--- src/rtl/keypad_row_decoder.sv ---
// Keypad row decoder: synchronises row lines, builds per-frame scan summaries and
// debounces them into one key_code/key_valid per press. KEYPAD_REPEAT_EN adds auto-repeat.
module keypad_row_decoder #(
    parameter int SYNC_STAGES     = 2,
    parameter int DEBOUNCE_FRAMES = 5,
    parameter int REPEAT_FRAMES   = 250
) (
    input  logic       slow_clk,
    input  logic       rst,
    input  logic [3:0] col_shift_reg,
    input  logic [1:0] column_index,
    input  logic [3:0] row_in,
    output logic [3:0] key_code,
    output logic       key_valid,
    output logic       key_down,
    output logic       multi_key,
    output logic       scan_err,
    output logic [1:0] dbg_state
);

    typedef enum logic [1:0] {
        S_IDLE     = 2'd0,
        S_DEBOUNCE = 2'd1,
        S_PRESSED  = 2'd2,
        S_RELEASE  = 2'd3
    } state_t;

    typedef enum logic [1:0] {
        SUM_NONE  = 2'd0,
        SUM_ONE   = 2'd1,
        SUM_MULTI = 2'd2
    } summary_t;

    localparam logic [8:0] DEB_LIMIT = 9'(DEBOUNCE_FRAMES);

    if (SYNC_STAGES < 2 || DEBOUNCE_FRAMES < 1 || DEBOUNCE_FRAMES > 255 ||
        REPEAT_FRAMES < 1 || REPEAT_FRAMES > 4095) begin : g_bad_params
        $error("keypad_row_decoder: parameter out of range");
    end

    // Row and column index travel through identical pipelines so they stay paired.
    logic [3:0]             row_pipe  [SYNC_STAGES];
    logic [1:0]             idx_pipe  [SYNC_STAGES];
    logic [SYNC_STAGES-1:0] live_pipe;

    always_ff @(posedge slow_clk or posedge rst) begin
        if (rst) begin
            for (int i = 0; i < SYNC_STAGES; i++) begin
                row_pipe[i] <= '0;
                idx_pipe[i] <= '0;
            end
            live_pipe <= '0;
        end else begin
            row_pipe[0] <= row_in;
            idx_pipe[0] <= column_index;
            for (int i = 1; i < SYNC_STAGES; i++) begin
                row_pipe[i] <= row_pipe[i-1];
                idx_pipe[i] <= idx_pipe[i-1];
            end
            live_pipe <= {live_pipe[SYNC_STAGES-2:0], 1'b1};
        end
    end

    logic [3:0] s_rows;
    logic [1:0] ai;
    logic       s_live;
    logic       frame_ok;
    logic       sample_take;
    logic       frame_close;
    logic [2:0] s_hits;
    logic [1:0] row_idx;

    assign s_rows      = row_pipe[SYNC_STAGES-1];
    assign ai          = idx_pipe[SYNC_STAGES-1];
    assign s_live      = live_pipe[SYNC_STAGES-1];
    assign sample_take = s_live && (frame_ok || ai == 2'd0);
    assign frame_close = sample_take && ai == 2'd3;
    assign s_hits      = {2'b00, s_rows[0]} + {2'b00, s_rows[1]} +
                         {2'b00, s_rows[2]} + {2'b00, s_rows[3]};

    always_comb begin
        row_idx = 2'd0;
        if (s_rows[0])      row_idx = 2'd0;
        else if (s_rows[1]) row_idx = 2'd1;
        else if (s_rows[2]) row_idx = 2'd2;
        else if (s_rows[3]) row_idx = 2'd3;
    end

    // Frame accumulator: hit count saturates at 2, which is all MULTI needs.
    logic [1:0] acc_hits;
    logic [3:0] acc_code;
    logic [2:0] hit_sum;
    logic [1:0] frame_hits;
    logic [3:0] frame_code;
    summary_t   frame_sum;

    always_comb begin
        hit_sum    = {1'b0, acc_hits} + ((s_hits >= 3'd2) ? 3'd2 : s_hits);
        frame_hits = (hit_sum >= 3'd2) ? 2'd2 : hit_sum[1:0];
        frame_code = (s_hits == 3'd1) ? {ai, row_idx} : acc_code;
        case (frame_hits)
            2'd0:    frame_sum = SUM_NONE;
            2'd1:    frame_sum = SUM_ONE;
            default: frame_sum = SUM_MULTI;
        endcase
    end

    always_ff @(posedge slow_clk or posedge rst) begin
        if (rst) begin
            frame_ok <= 1'b0;
            acc_hits <= '0;
            acc_code <= '0;
        end else begin
            if (s_live && ai == 2'd0)
                frame_ok <= 1'b1;
            if (sample_take) begin
                if (frame_close) begin
                    acc_hits <= '0;
                    acc_code <= '0;
                end else begin
                    acc_hits <= frame_hits;
                    acc_code <= frame_code;
                end
            end
        end
    end

    state_t     state, state_nxt;
    logic [3:0] cand, cand_nxt;
    logic [7:0] cnt, cnt_nxt;
    logic [8:0] cnt_inc;
    logic [3:0] code_nxt;
    logic       valid_nxt, down_nxt, multi_nxt, accept;

    assign cnt_inc   = {1'b0, cnt} + 9'd1;
    assign dbg_state = state;

`ifdef KEYPAD_REPEAT_EN
    localparam logic [12:0] REP_LIMIT = 13'(REPEAT_FRAMES);
    logic [11:0] rep_cnt, rep_nxt;
    logic [12:0] rep_inc;
    assign rep_inc = {1'b0, rep_cnt} + 13'd1;
`endif

    always_comb begin
        state_nxt = state;
        cand_nxt  = cand;
        cnt_nxt   = cnt;
        code_nxt  = key_code;
        down_nxt  = key_down;
        valid_nxt = 1'b0;
        multi_nxt = multi_key;
        accept    = 1'b0;
        if (frame_close) begin
            multi_nxt = (frame_sum == SUM_MULTI);
            case (state)
                S_IDLE: begin
                    if (frame_sum == SUM_ONE) begin
                        if (DEBOUNCE_FRAMES == 1) begin
                            accept = 1'b1;
                        end else begin
                            state_nxt = S_DEBOUNCE;
                            cand_nxt  = frame_code;
                            cnt_nxt   = 8'd1;
                        end
                    end
                end
                S_DEBOUNCE: begin
                    if (frame_sum == SUM_ONE && frame_code == cand) begin
                        if (cnt_inc >= DEB_LIMIT) accept = 1'b1;
                        else                      cnt_nxt = cnt_inc[7:0];
                    end else begin
                        state_nxt = S_IDLE;
                        cnt_nxt   = 8'd0;
                    end
                end
                S_PRESSED: begin
                    if (frame_sum == SUM_NONE) begin
                        if (DEBOUNCE_FRAMES == 1) begin
                            state_nxt = S_IDLE;
                            down_nxt  = 1'b0;
                            cnt_nxt   = 8'd0;
                        end else begin
                            state_nxt = S_RELEASE;
                            cnt_nxt   = 8'd1;
                        end
                    end
                end
                default: begin
                    if (frame_sum == SUM_NONE) begin
                        if (cnt_inc >= DEB_LIMIT) begin
                            state_nxt = S_IDLE;
                            down_nxt  = 1'b0;
                            cnt_nxt   = 8'd0;
                        end else begin
                            cnt_nxt = cnt_inc[7:0];
                        end
                    end else begin
                        state_nxt = S_PRESSED;
                        cnt_nxt   = 8'd0;
                    end
                end
            endcase
            if (accept) begin
                state_nxt = S_PRESSED;
                code_nxt  = frame_code;
                valid_nxt = 1'b1;
                down_nxt  = 1'b1;
                cnt_nxt   = 8'd0;
            end
        end
`ifdef KEYPAD_REPEAT_EN
        // Only frames spent staying in PRESSED advance the repeat counter.
        rep_nxt = rep_cnt;
        if (frame_close) begin
            if (state == S_PRESSED && state_nxt == S_PRESSED) begin
                if (rep_inc >= REP_LIMIT) begin
                    valid_nxt = 1'b1;
                    rep_nxt   = '0;
                end else begin
                    rep_nxt = rep_inc[11:0];
                end
            end else begin
                rep_nxt = '0;
            end
        end
`endif
    end

    always_ff @(posedge slow_clk or posedge rst) begin
        if (rst) begin
            state     <= S_IDLE;
            cand      <= '0;
            cnt       <= '0;
            key_code  <= '0;
            key_valid <= 1'b0;
            key_down  <= 1'b0;
            multi_key <= 1'b0;
        end else begin
            state     <= state_nxt;
            cand      <= cand_nxt;
            cnt       <= cnt_nxt;
            key_code  <= code_nxt;
            key_valid <= valid_nxt;
            key_down  <= down_nxt;
            multi_key <= multi_nxt;
        end
    end

`ifdef KEYPAD_REPEAT_EN
    always_ff @(posedge slow_clk or posedge rst) begin
        if (rst) rep_cnt <= '0;
        else     rep_cnt <= rep_nxt;
    end
`endif

    // Strobe consistency is monitored on the undelayed inputs and never feeds the FSM.
    always_ff @(posedge slow_clk or posedge rst) begin
        if (rst) scan_err <= 1'b0;
        else if (col_shift_reg != (4'b0001 << column_index)) scan_err <= 1'b1;
    end

endmodule

--- config.mk ---
export PLATFORM = sky130hd
export DESIGN_NAME = keypad_row_decoder
export DESIGN_NICKNAME = d
export VERILOG_FILES = /design/src/rtl/keypad_row_decoder.sv
export SDC_FILE = /design/constraint.sdc
export NUM_CORES = 1
export LEC_CHECK = 0
export ABC_AREA = 1
export CAP_MARGIN = 15
export CORE_MARGIN = 3
export CORE_UTILIZATION = 45
export DETAILED_ROUTE_END_ITERATION = 10
export PLACE_DENSITY = 0.71
export SYNTH_ARGS = -nofsm -noshare
export SYNTH_HDL_FRONTEND = slang
export SYNTH_SLANG_ARGS = --single-unit
--- constraint.sdc ---
create_clock -name slow_clk -period 5.85 [get_ports slow_clk]
set_input_delay 1.17 -clock slow_clk [delete_from_list [all_inputs] [get_ports slow_clk]]
set_output_delay 1.17 -clock slow_clk [all_outputs]
set_load 0.02 [all_outputs]
After elaboration in Yosys (flattened, before gate mapping)
Index checks and enable logic that the tools add are counted.
{ "word_totals": {"output_inout_bits": 10, "elab_cells": 92, "ff_bits": 43} }
{ "op_classes": {"magnitude_cmp": 3, "reduce_logical": 17, "addsub": 5, "muxes": 35, "n_eq_ne": 15, "n_shift": 1} }
{ "ops": {"columns": ["op", "n"], "rows": [
  ["8-bit 2-to-1 mux", 7],
  ["2-bit 2-to-1 mux", 12],
  ["8-bit case mux with 3 select lines", 1],
  ["1-bit 2-to-1 mux", 10],
  ["8-bit by 1-bit adder with 9-bit output, second input constant", 1],
  ["9-bit by 3-bit >= comparator with 1-bit output, second input constant", 1],
  ["3-bit != test, second input constant", 3],
  ["2-bit logical NOT", 4],
  ["4-bit 2-to-1 mux", 2],
  ["4-bit AND reduction", 2],
  ["2-bit by 1-bit equality test with 1-bit output, second input constant", 3],
  ["2-bit equality test, second input constant", 3],
  ["3-bit by 2-bit >= comparator with 1-bit output, second input constant", 2],
  ["6-bit by 2-bit != test with 1-bit output, second input constant", 1],
  ["2-bit case mux with 3 select lines", 1],
  ["5-bit AND reduction", 1],
  ["4-bit equality test", 1],
  ["1-bit logical AND", 4],
  ["4-bit != test", 1],
  ["4-bit != test, second input constant", 1],
  ["2-bit case mux with 2 select lines", 1],
  ["2-bit nonzero test", 2],
  ["1-bit by 2-bit left shift with 4-bit output, first input constant", 1],
  ["2-bit by 1-bit adder with 3-bit output", 1],
  ["other kinds (10)", 10]
]} }

Longest topological paths before layout
Gate-level depths: netlist (run 1).
{ "logic_depth": {"depth_word": 17, "ltp_mapped": 24} }

Worst setup path after synthesis (run 1)
OpenSTA, ideal clock, no wires.
{ "synth_path": {"path_type": "register to register", "start": "register row_pipe, in the netlist s_rows[1]", "end": "register key_code[2]", "path_stages_with_launch": 24, "setup_ns": 0.122, "synth_period_minus_slack_ns": 3.419, "t_arrival_ns": 3.297, "setup_slack_ns": 2.431, "path_cell_list": "dfrtp_1 > inv_1 > fa_1 > inv_1 > ha_1 > inv_1 > ha_1 > inv_1 > o31ai_1 > inv_1 > nand2_1 > inv_1 > ha_1 > fa_1 > inv_1 > nand3_2 > nor2_4 > inv_2 > nor2_4 > nand2_2 > nor2_4 > nand4_4 > nand2_1 > o21ai_1"} }
{ "synth_via": {"elab_chain_len": 16, "elab_cells_between_ends": 22} }
{ "synth_lines": {"columns": ["element", "line_no", "source"], "rows": [
  ["from (decl)", "42", "logic [3:0] row_pipe [SYNC_STAGES];"],
  ["from (signal, indexed assignment)", "57", "row_pipe[i] <= row_pipe[i-1];"],
  ["1-bit by 1-bit adder with 2-bit output", "78", "assign s_hits = {2'b00, s_rows[0]} + {2'b00, s_rows[1]} +"],
  ["2-bit by 1-bit adder with 3-bit output", "78", null],
  ["3-bit by 1-bit adder with 3-bit output", "79", "{2'b00, s_rows[2]} + {2'b00, s_rows[3]};"],
  ["3-bit by 2-bit >= comparator with 1-bit output", "98", "hit_sum = {1'b0, acc_hits} + ((s_hits >= 3'd2) ? 3'd2 : s_hits);"],
  ["3-bit 2-to-1 mux", "98", null],
  ["2-bit by 3-bit adder with 3-bit output", "98", null],
  ["3-bit by 2-bit >= comparator with 1-bit output", "99", "frame_hits = (hit_sum >= 3'd2) ? 2'd2 : hit_sum[1:0];"],
  ["2-bit 2-to-1 mux", "99", null],
  ["2-bit by 1-bit equality test with 1-bit output or 2-bit logical NOT (tied branches)", "101", "case (frame_hits)"],
  ["2-bit case mux with 2 select lines", "101", null],
  ["2-bit by 1-bit equality test with 1-bit output", "169", "if (frame_sum == SUM_ONE && frame_code == cand) begin"],
  ["1-bit logical AND", "169", null],
  ["1-bit 2-to-1 mux", "169", null],
  ["1-bit 2-to-1 mux", "156", "case (state)"],
  ["1-bit 2-to-1 mux", "154", "if (frame_close) begin"],
  ["2-bit AND reduction (no line)", null, null],
  ["to (signal assigned)", "243", "key_code <= code_nxt;"],
  ["to (decl)", "13", "output logic [3:0] key_code,"]
]} }
Parallel ways exist; a longest one is shown, timed or not. The select of a mux whose other input is x is not followed.
A chain may end at the register's enable or synchronous reset.

Worst setup path in the final report (run 1)
{ "layout_path": {"start": "register row_pipe, in the netlist s_rows[1]", "end": "register cnt[2]"} }
{ "layout_via": {"elab_chain_len": 17, "elab_cells_between_ends": 30} }
{ "layout_lines": {"columns": ["element", "line_no", "source"], "rows": [
  ["1-bit by 1-bit adder with 2-bit output", "78", null],
  ["2-bit by 1-bit adder with 3-bit output", "78", null],
  ["3-bit by 1-bit adder with 3-bit output", "79", null],
  ["3-bit by 2-bit >= comparator with 1-bit output", "98", null],
  ["3-bit 2-to-1 mux", "98", null],
  ["2-bit by 3-bit adder with 3-bit output", "98", null],
  ["3-bit by 2-bit >= comparator with 1-bit output", "99", null],
  ["2-bit 2-to-1 mux", "99", null],
  ["2-bit by 1-bit equality test with 1-bit output or 2-bit logical NOT (tied branches)", "101", null],
  ["2-bit case mux with 2 select lines", "101", null],
  ["2-bit by 1-bit equality test with 1-bit output", "158, 169", null],
  ["1-bit logical AND", "169", null],
  ["1-bit 2-to-1 mux", "169", null],
  ["1-bit 2-to-1 mux", "156", null],
  ["1-bit 2-to-1 mux", "154", null],
  ["4-bit != test (no line) or 3-bit != test (tied branches)", null, null],
  ["4-bit AND reduction (no line)", null, null],
  ["to (signal assigned)", "242", "cnt <= cnt_nxt;"],
  ["to (decl)", "130", "logic [7:0] cnt, cnt_nxt;"]
]} }
Parallel ways exist; a longest one is shown, timed or not. The select of a mux whose other input is x is not followed.

==> impl_metrics.toml, run 1 <==
[logic_synthesis]
synth_edf_count = 0
synth_area_mm2 = 0.00227
syn-instance-count = 279
yosysTopAreaCellShare_pct = 47.4
ys_ff_latch = 43
synth_fp_nets = 299
yosys.area.top_type = "dfrtp_1"
synth_seq_area_share_pct = 47.4
synthArstFlopShare_pct = 100
ys.flop_type = "dfrtp_1"
yosys-top-cells-area = "dfrtp_1, nand2_1, inv_1"
yosys_warnings = 0
synth_cell_type_count = 29
avgSynthCellArea_um2 = 8.13

[die]
io_pins = 22
die_w_um = 77
rows = 25
start_util_pct = 47.4
coreArea_mm2 = 0.00479
die_area_mm2 = 0.00593
die_h_um = 77

[power]
power_frac_comb_pct = 30.3
internal-power_uw = 500
ir_drop_mv = 0.171
clkPwrFrac_pct = 23.2
p_leak_nw = 1.33
power-per-cell-area_mw_per_mm2 = 292
p_seq_share_pct = 46.5
switching_share_pct = 35.2
p_switching_uw = 271

[sta]
clock.fmax_mhz = 259
fin_crit_ns = 3.86
setup_viol = 0
hold_viol = 0
worst_slew_pin_slew_ns = 0.512
min_period_over_period_pct = 66.0
slew_viol_final = 0
skew_ns = 0.00473
finalSetupTns_ns = 0
rsz0062_at_grt = "false"
slew_headroom_pct = 65.9

[cts]
cts_tree = "yes"
h-tree-depth = 2
cts_resized = 0
numCtsBuffers = 5
clk-insertion-delay-late_ns = 0.29
clk_pin_slew_ns = 0.08
ctsRootBufferMaster = "clkbuf_8"
clock_path_buffers = 2
hold_buffers = 0
cts_sinks = 43
cts_setup_buffers = 0

[layout]
drive_above_1_share_pct = 8.79
design_area_mm2 = 0.00264
areaGrowthSynthToFinish_pct = 16.3
final_common_cell = "nand2_1"
finish.utilization_pct = 55.1
diodes = 0
layout.nets = 326
final_cell_mix = "nand2_1, inv_1, dfrtp_1"

[worst_setup_path]
crit_buf_inv = 9
critPathLaunchType = "flop"
crit_path_max_fanout = 12
crit_slowest_cell = "a21oi_2"
end_kind = "flop"
critPathKind = "flop to flop"
crit_family = "adder cells"
required_ns = 6.03
cpPeakStageDelay_ns = 0.43
critPathArrivalTime_ns = 4.04
crit_chain = "inv_1 > fa_1 > inv_1 > ha_1 > inv_1 > ha_1 > inv_1 > o31ai_1 > inv_1 > nand2_1 > inv_1 > ha_1 > fa_1 > inv_1 > nand3_2 > nor2_1 > inv_1 > a21oi_2 > inv_1 > nand2_1 > nand2_1"
cp_common_cell = "inv_1"

[drt]
drc_errors = 0
final_antenna_net_count = 0
wl_mm = 4.19
vias = 1786
drtIter0Drc = 118
post_drt_via_cell_ratio = 4.78
dr.pass1.iters = 4
wl_per_cell_um = 11.2

[global_route]
grt_max_degree = 44
antenna_found_initial = 0
grt_pass1_wl_mm = 7.77
grt_overflow = 0
grt_use_total_pct = 16.2
grt_pass1_vias = 1827

[worst_hold_path]
hp-class = "flop to flop"

[flow_run]
maxCapViolCount = 0

[placed_design]
io_buffers = 21
gp_congestion = 0.815
place_hpwl_mm = 3.21
placed_cell_area_mm2 = 0.00256

[status]
status = "complete, no violations"
[synth_stat cells, types with 2 or more instances]
cell type,count
inv_1,47
nor2_1,28
ha_1,6
nand3b_1,2
nand3_2,2
nand3_1,32
dfrtp_1,43
o21ai_0,11
nor2_4,4
nand4_1,2
a21boi_0,2
o21ai_1,5
xor2_1,3
nand2_2,7
o22ai_1,4
inv_2,2
nand2_1,66
fa_1,2
[per-layer routing]
metal	part of all wire, %	vias to the layer above	wire length [um]	global-route usage [%]
li1	-	927	-	-
met1	47	824	1980	20.1
met2	47	31	1990	26.3
met3	4.3	4	179	4.81
met4	1.0	0	44	6.58
met5	0	-	0	0
[metrics by stage]
step	power, mW	std cells	hold WS [ns]	worst slack [ns]
floorplan	0.537	279	0.331	2.43
global placement	0.591	366	0.334	2.18
detailed placement	0.597	366	0.336	1.98
CTS	0.777	374	0.354	1.96
global route	0.826	374	0.370	1.58
finish	0.771	374	0.351	1.99
[flip-flops by register name (all words and copies together), names as in the netlist]
register	count
key_down	1
cand	4
cnt	8
ai	2
row_pipe	4
key_code	4
live_pipe	2
dbg_state	2
multi_key	1
key_valid	1
idx_pipe	2
acc_hits	2
frame_ok	1
scan_err	1
s_rows	4
acc_code	4
[worst paths after layout]
path | startpoint | to | slack (ns) | cells after the start
setup / recovery | s_rows[1]$_DFF_PP0_ | cnt[2]$_DFFE_PP0P_ | 1.99 | 21
hold / removal | row_pipe[7]$_DFF_PP0_ | s_rows[3]$_DFF_PP0_ | 0.35 | 0
setup reg to reg | s_rows[1]$_DFF_PP0_ | cnt[2]$_DFFE_PP0P_ | 1.99 | 21
hold reg to reg | row_pipe[7]$_DFF_PP0_ | s_rows[3]$_DFF_PP0_ | 0.35 | 0
max in group asynchronous | rst | cnt[1]$_DFFE_PP0P_ | 4.19 | 3
min in group asynchronous | rst | key_code[1]$_DFFE_PP0P_ | 1.30 | 3
[power groups by stage]
stage / combinational (mW) / clock (mW) / sequential [mW]
final: 0.234 / 0.179 / 0.359
after global routing: 0.267 / 0.196 / 0.364
after CTS: 0.235 / 0.184 / 0.359
after detailed placement: 0.233 / 0 / 0.364
after global placement: 0.227 / 0 / 0.364
after floorplan: 0.172 / 0 / 0.365
[kinds of logic after synthesis]
group | Yosys count | synth area share (%)
and+or+nand+nor | 146 | 30.6
buffers and inverters | 52 | 8.83
DFF | 43 | 47.4
AOI/OAI and AO/OA | 26 | 6.78
adders and majority gates | 8 | 5.07
xor gates and xnor gates | 3 | 1.16
other | 1 | 0.165
[final cells by class]
cell class | instances | area, um^2
clock inverter | 1 | 5.00
inverter | 50 | 188
sequential | 43 | 1080
multi-input combinational | 184 | 992
clock buffer | 7 | 76.3
fill | 440 | 2150
timing repair buffer | 22 | 218
tap | 67 | 83.8
No activity file was read; power rests on OpenSTA's default activity.
==> run 2, diff against run 1 <==
==> constraint.sdc (replaced) <==
create_clock -name slow_clk -period 4 [get_ports slow_clk]
set_input_delay 0.8 -clock slow_clk [delete_from_list [all_inputs] [get_ports slow_clk]]
set_output_delay 0.8 -clock slow_clk [all_outputs]
set_load 0.02 [all_outputs]
==> impl_metrics.toml, run 2 (synthesized netlist as in run 1, its figures left out) <==
[drt]
dr.pass1.iters = 4
post_drt_via_cell_ratio = 4.91
wl_mm = 4.48
vias = 1867
wl_per_cell_um = 11.8
drtIter0Drc = 79
drc_errors = 0
final_antenna_net_count = 0

[layout]
fill_cells = 436
areaGrowthSynthToFinish_pct = 20.5
drive_above_1_share_pct = 11.5
seq_area_mm2 = 0.00108
final_cell_mix = "nand2_1, inv_1, dfrtp_1"
largest_register_ffs = 8
multiInputGateArea_mm2 = 0.00104
layout.nets = 332
fin_cells = 380
regMostFlops = "cnt"
finish.utilization_pct = 57.1
final_common_cell = "nand2_1"
diodes = 0

[power]
p_seq_share_pct = 45.6
internal-power_uw = 741
p_leak_nw = 1.37
p_switching_uw = 411
power_frac_comb_pct = 31.7
clkPwrFrac_pct = 22.7
power-per-cell-area_mw_per_mm2 = 422
ir_drop_mv = 0.251
switching_share_pct = 35.7

[sta]
clock.fmax_mhz = 268
min_period_over_period_pct = 93.4
skew_ns = 0.00619
hold_slack_ns = 0.351
slew_headroom_pct = 62.8
setup_viol = 0
hold_viol = 0
slew_viol_final = 0
worst_slew_pin_slew_ns = 0.557
fin_crit_ns = 3.74

[placed_design]
io_buffers = 21
dp_cells = 366
gp_congestion = 0.815
place_hpwl_mm = 3.21

[die]
die_w_um = 77
rows = 25
io_pins = 22
die_h_um = 77
start_util_pct = 47.4
coreArea_mm2 = 0.00479
die_area_mm2 = 0.00593

[worst_setup_path]
end_kind = "flop"
critPathKind = "flop to flop"
required_ns = 4.18
critPathLaunchType = "flop"
crit_path_max_fanout = 5
critPathArrivalTime_ns = 3.92

[global_route]
grt_pass1_vias = 1827
grt_pass1_wl_mm = 7.77
busiest_layer = "met2"
use_met3_pct = 4.81
grt_use_total_pct = 16.2
grt_overflow = 0
grt_use_met2_pct = 26.3
antenna_found_initial = 0
met1_usage_pct = 20.1
grt_max_degree = 44

[cts]
hold_buffers = 0
cts_tree = "yes"
h-tree-depth = 2
numCtsBuffers = 5
cts_sinks = 43
clock_path_buffers = 2
clk-insertion-delay-late_ns = 0.29
clk_pin_slew_ns = 0.08
ctsRootBufferMaster = "clkbuf_8"

[worst_hold_path]
hp-class = "flop to flop"

[status]
status = "complete, no violations"

[flow_run]
maxCapViolCount = 0
## run 2: through the flow
step / setup slack [ns] / setup TNS [ns] / power [mW] / cell area, um^2
detailed placement: 0.134 / 0 / 0.874 / 2560
global placement: 0.329 / 0 / 0.864 / 2560
finish: 0.264 / 0 / 1.15 / 2730
global route: -0.00295 / -0.00295 / 1.23 / 2730
floorplan: 0.581 / 0 / 0.785 / 2270
CTS: 0.111 / 0 / 1.14 / 2640
## run 2: final timing paths
check | from | to | slack [ns] | cells after the start
max in group asynchronous | rst | cnt[1]$_DFFE_PP0P_ | 2.71 | 3
worst max register to register | s_rows[1]$_DFF_PP0_ | key_code[1]$_DFFE_PP0P_ | 0.26 | 23
worst min register to register | row_pipe[7]$_DFF_PP0_ | s_rows[3]$_DFF_PP0_ | 0.35 | 0
worst max-delay path | s_rows[1]$_DFF_PP0_ | key_code[1]$_DFFE_PP0P_ | 0.26 | 23
worst min-delay path | row_pipe[7]$_DFF_PP0_ | s_rows[3]$_DFF_PP0_ | 0.35 | 0
min in group asynchronous | rst | key_code[3]$_DFFE_PP0P_ | 0.93 | 3
## run 2: per-layer routing
metal	routed length (um)	share of wire [%]
met2	2110	47
met5	0	0
met3	203	4.5
met1	2110	47
met4	63	1.4
## run 2: layout make-up
type / instances / share of cell area, %
clock inverters: 1 / 0.183
well taps: 67 / 3.07
repair buffers: 27 / 9.71
clock buffers: 7 / 2.79
flip-flops and latches: 43 / 39.4
multi-input cells: 185 / 38.0
inverters: 50 / 6.87
## run 2: what timing repair did
item                                    CTS  global route
setup buffers                             0             5
endpoints found under the setup margin    0            14
gates resized for setup                   0             5
## run 2: worst max-delay path, stage by stage, from the launching register on
cell and delay (ns):
dfrtp_1 0.38, inv_1 0.10, fa_1 0.42, inv_1 0.06, ha_1 0.16, inv_1 0.07, ha_4 0.28, inv_1 0.07
o31ai_2 0.19, inv_1 0.08, nand2_1 0.06, inv_1 0.04, ha_1 0.19, fa_1 0.43, inv_1 0.08, nand3_2 0.11
nor2_4 0.17, inv_2 0.06, nor2_4 0.10, nand2_2 0.07, nor2_4 0.19, nand4_4 0.14, nand2_1 0.10, o21ai_1 0.06
## run 2: power groups by stage
stage | Combinational (mW) | Clock, mW | Sequential (mW)
floorplan | 0.251 | 0 | 0.534
global placement | 0.332 | 0 | 0.532
detailed placement | 0.341 | 0 | 0.533
CTS | 0.344 | 0.269 | 0.524
global route | 0.412 | 0.286 | 0.533
finish | 0.365 | 0.262 | 0.525
==> run 3, diff against run 2 <==
--- a/config.mk
+++ b/config.mk
@@ -11,6 +11,7 @@
 export CORE_UTILIZATION = 45
 export DETAILED_ROUTE_END_ITERATION = 10
 export PLACE_DENSITY = 0.71
+export SLEW_MARGIN = 10
 export SYNTH_ARGS = -nofsm -noshare
 export SYNTH_HDL_FRONTEND = slang
 export SYNTH_SLANG_ARGS = --single-unit
==> results of run 3 <==
The final DEF is identical to that of run 2; final timing and power are the same.
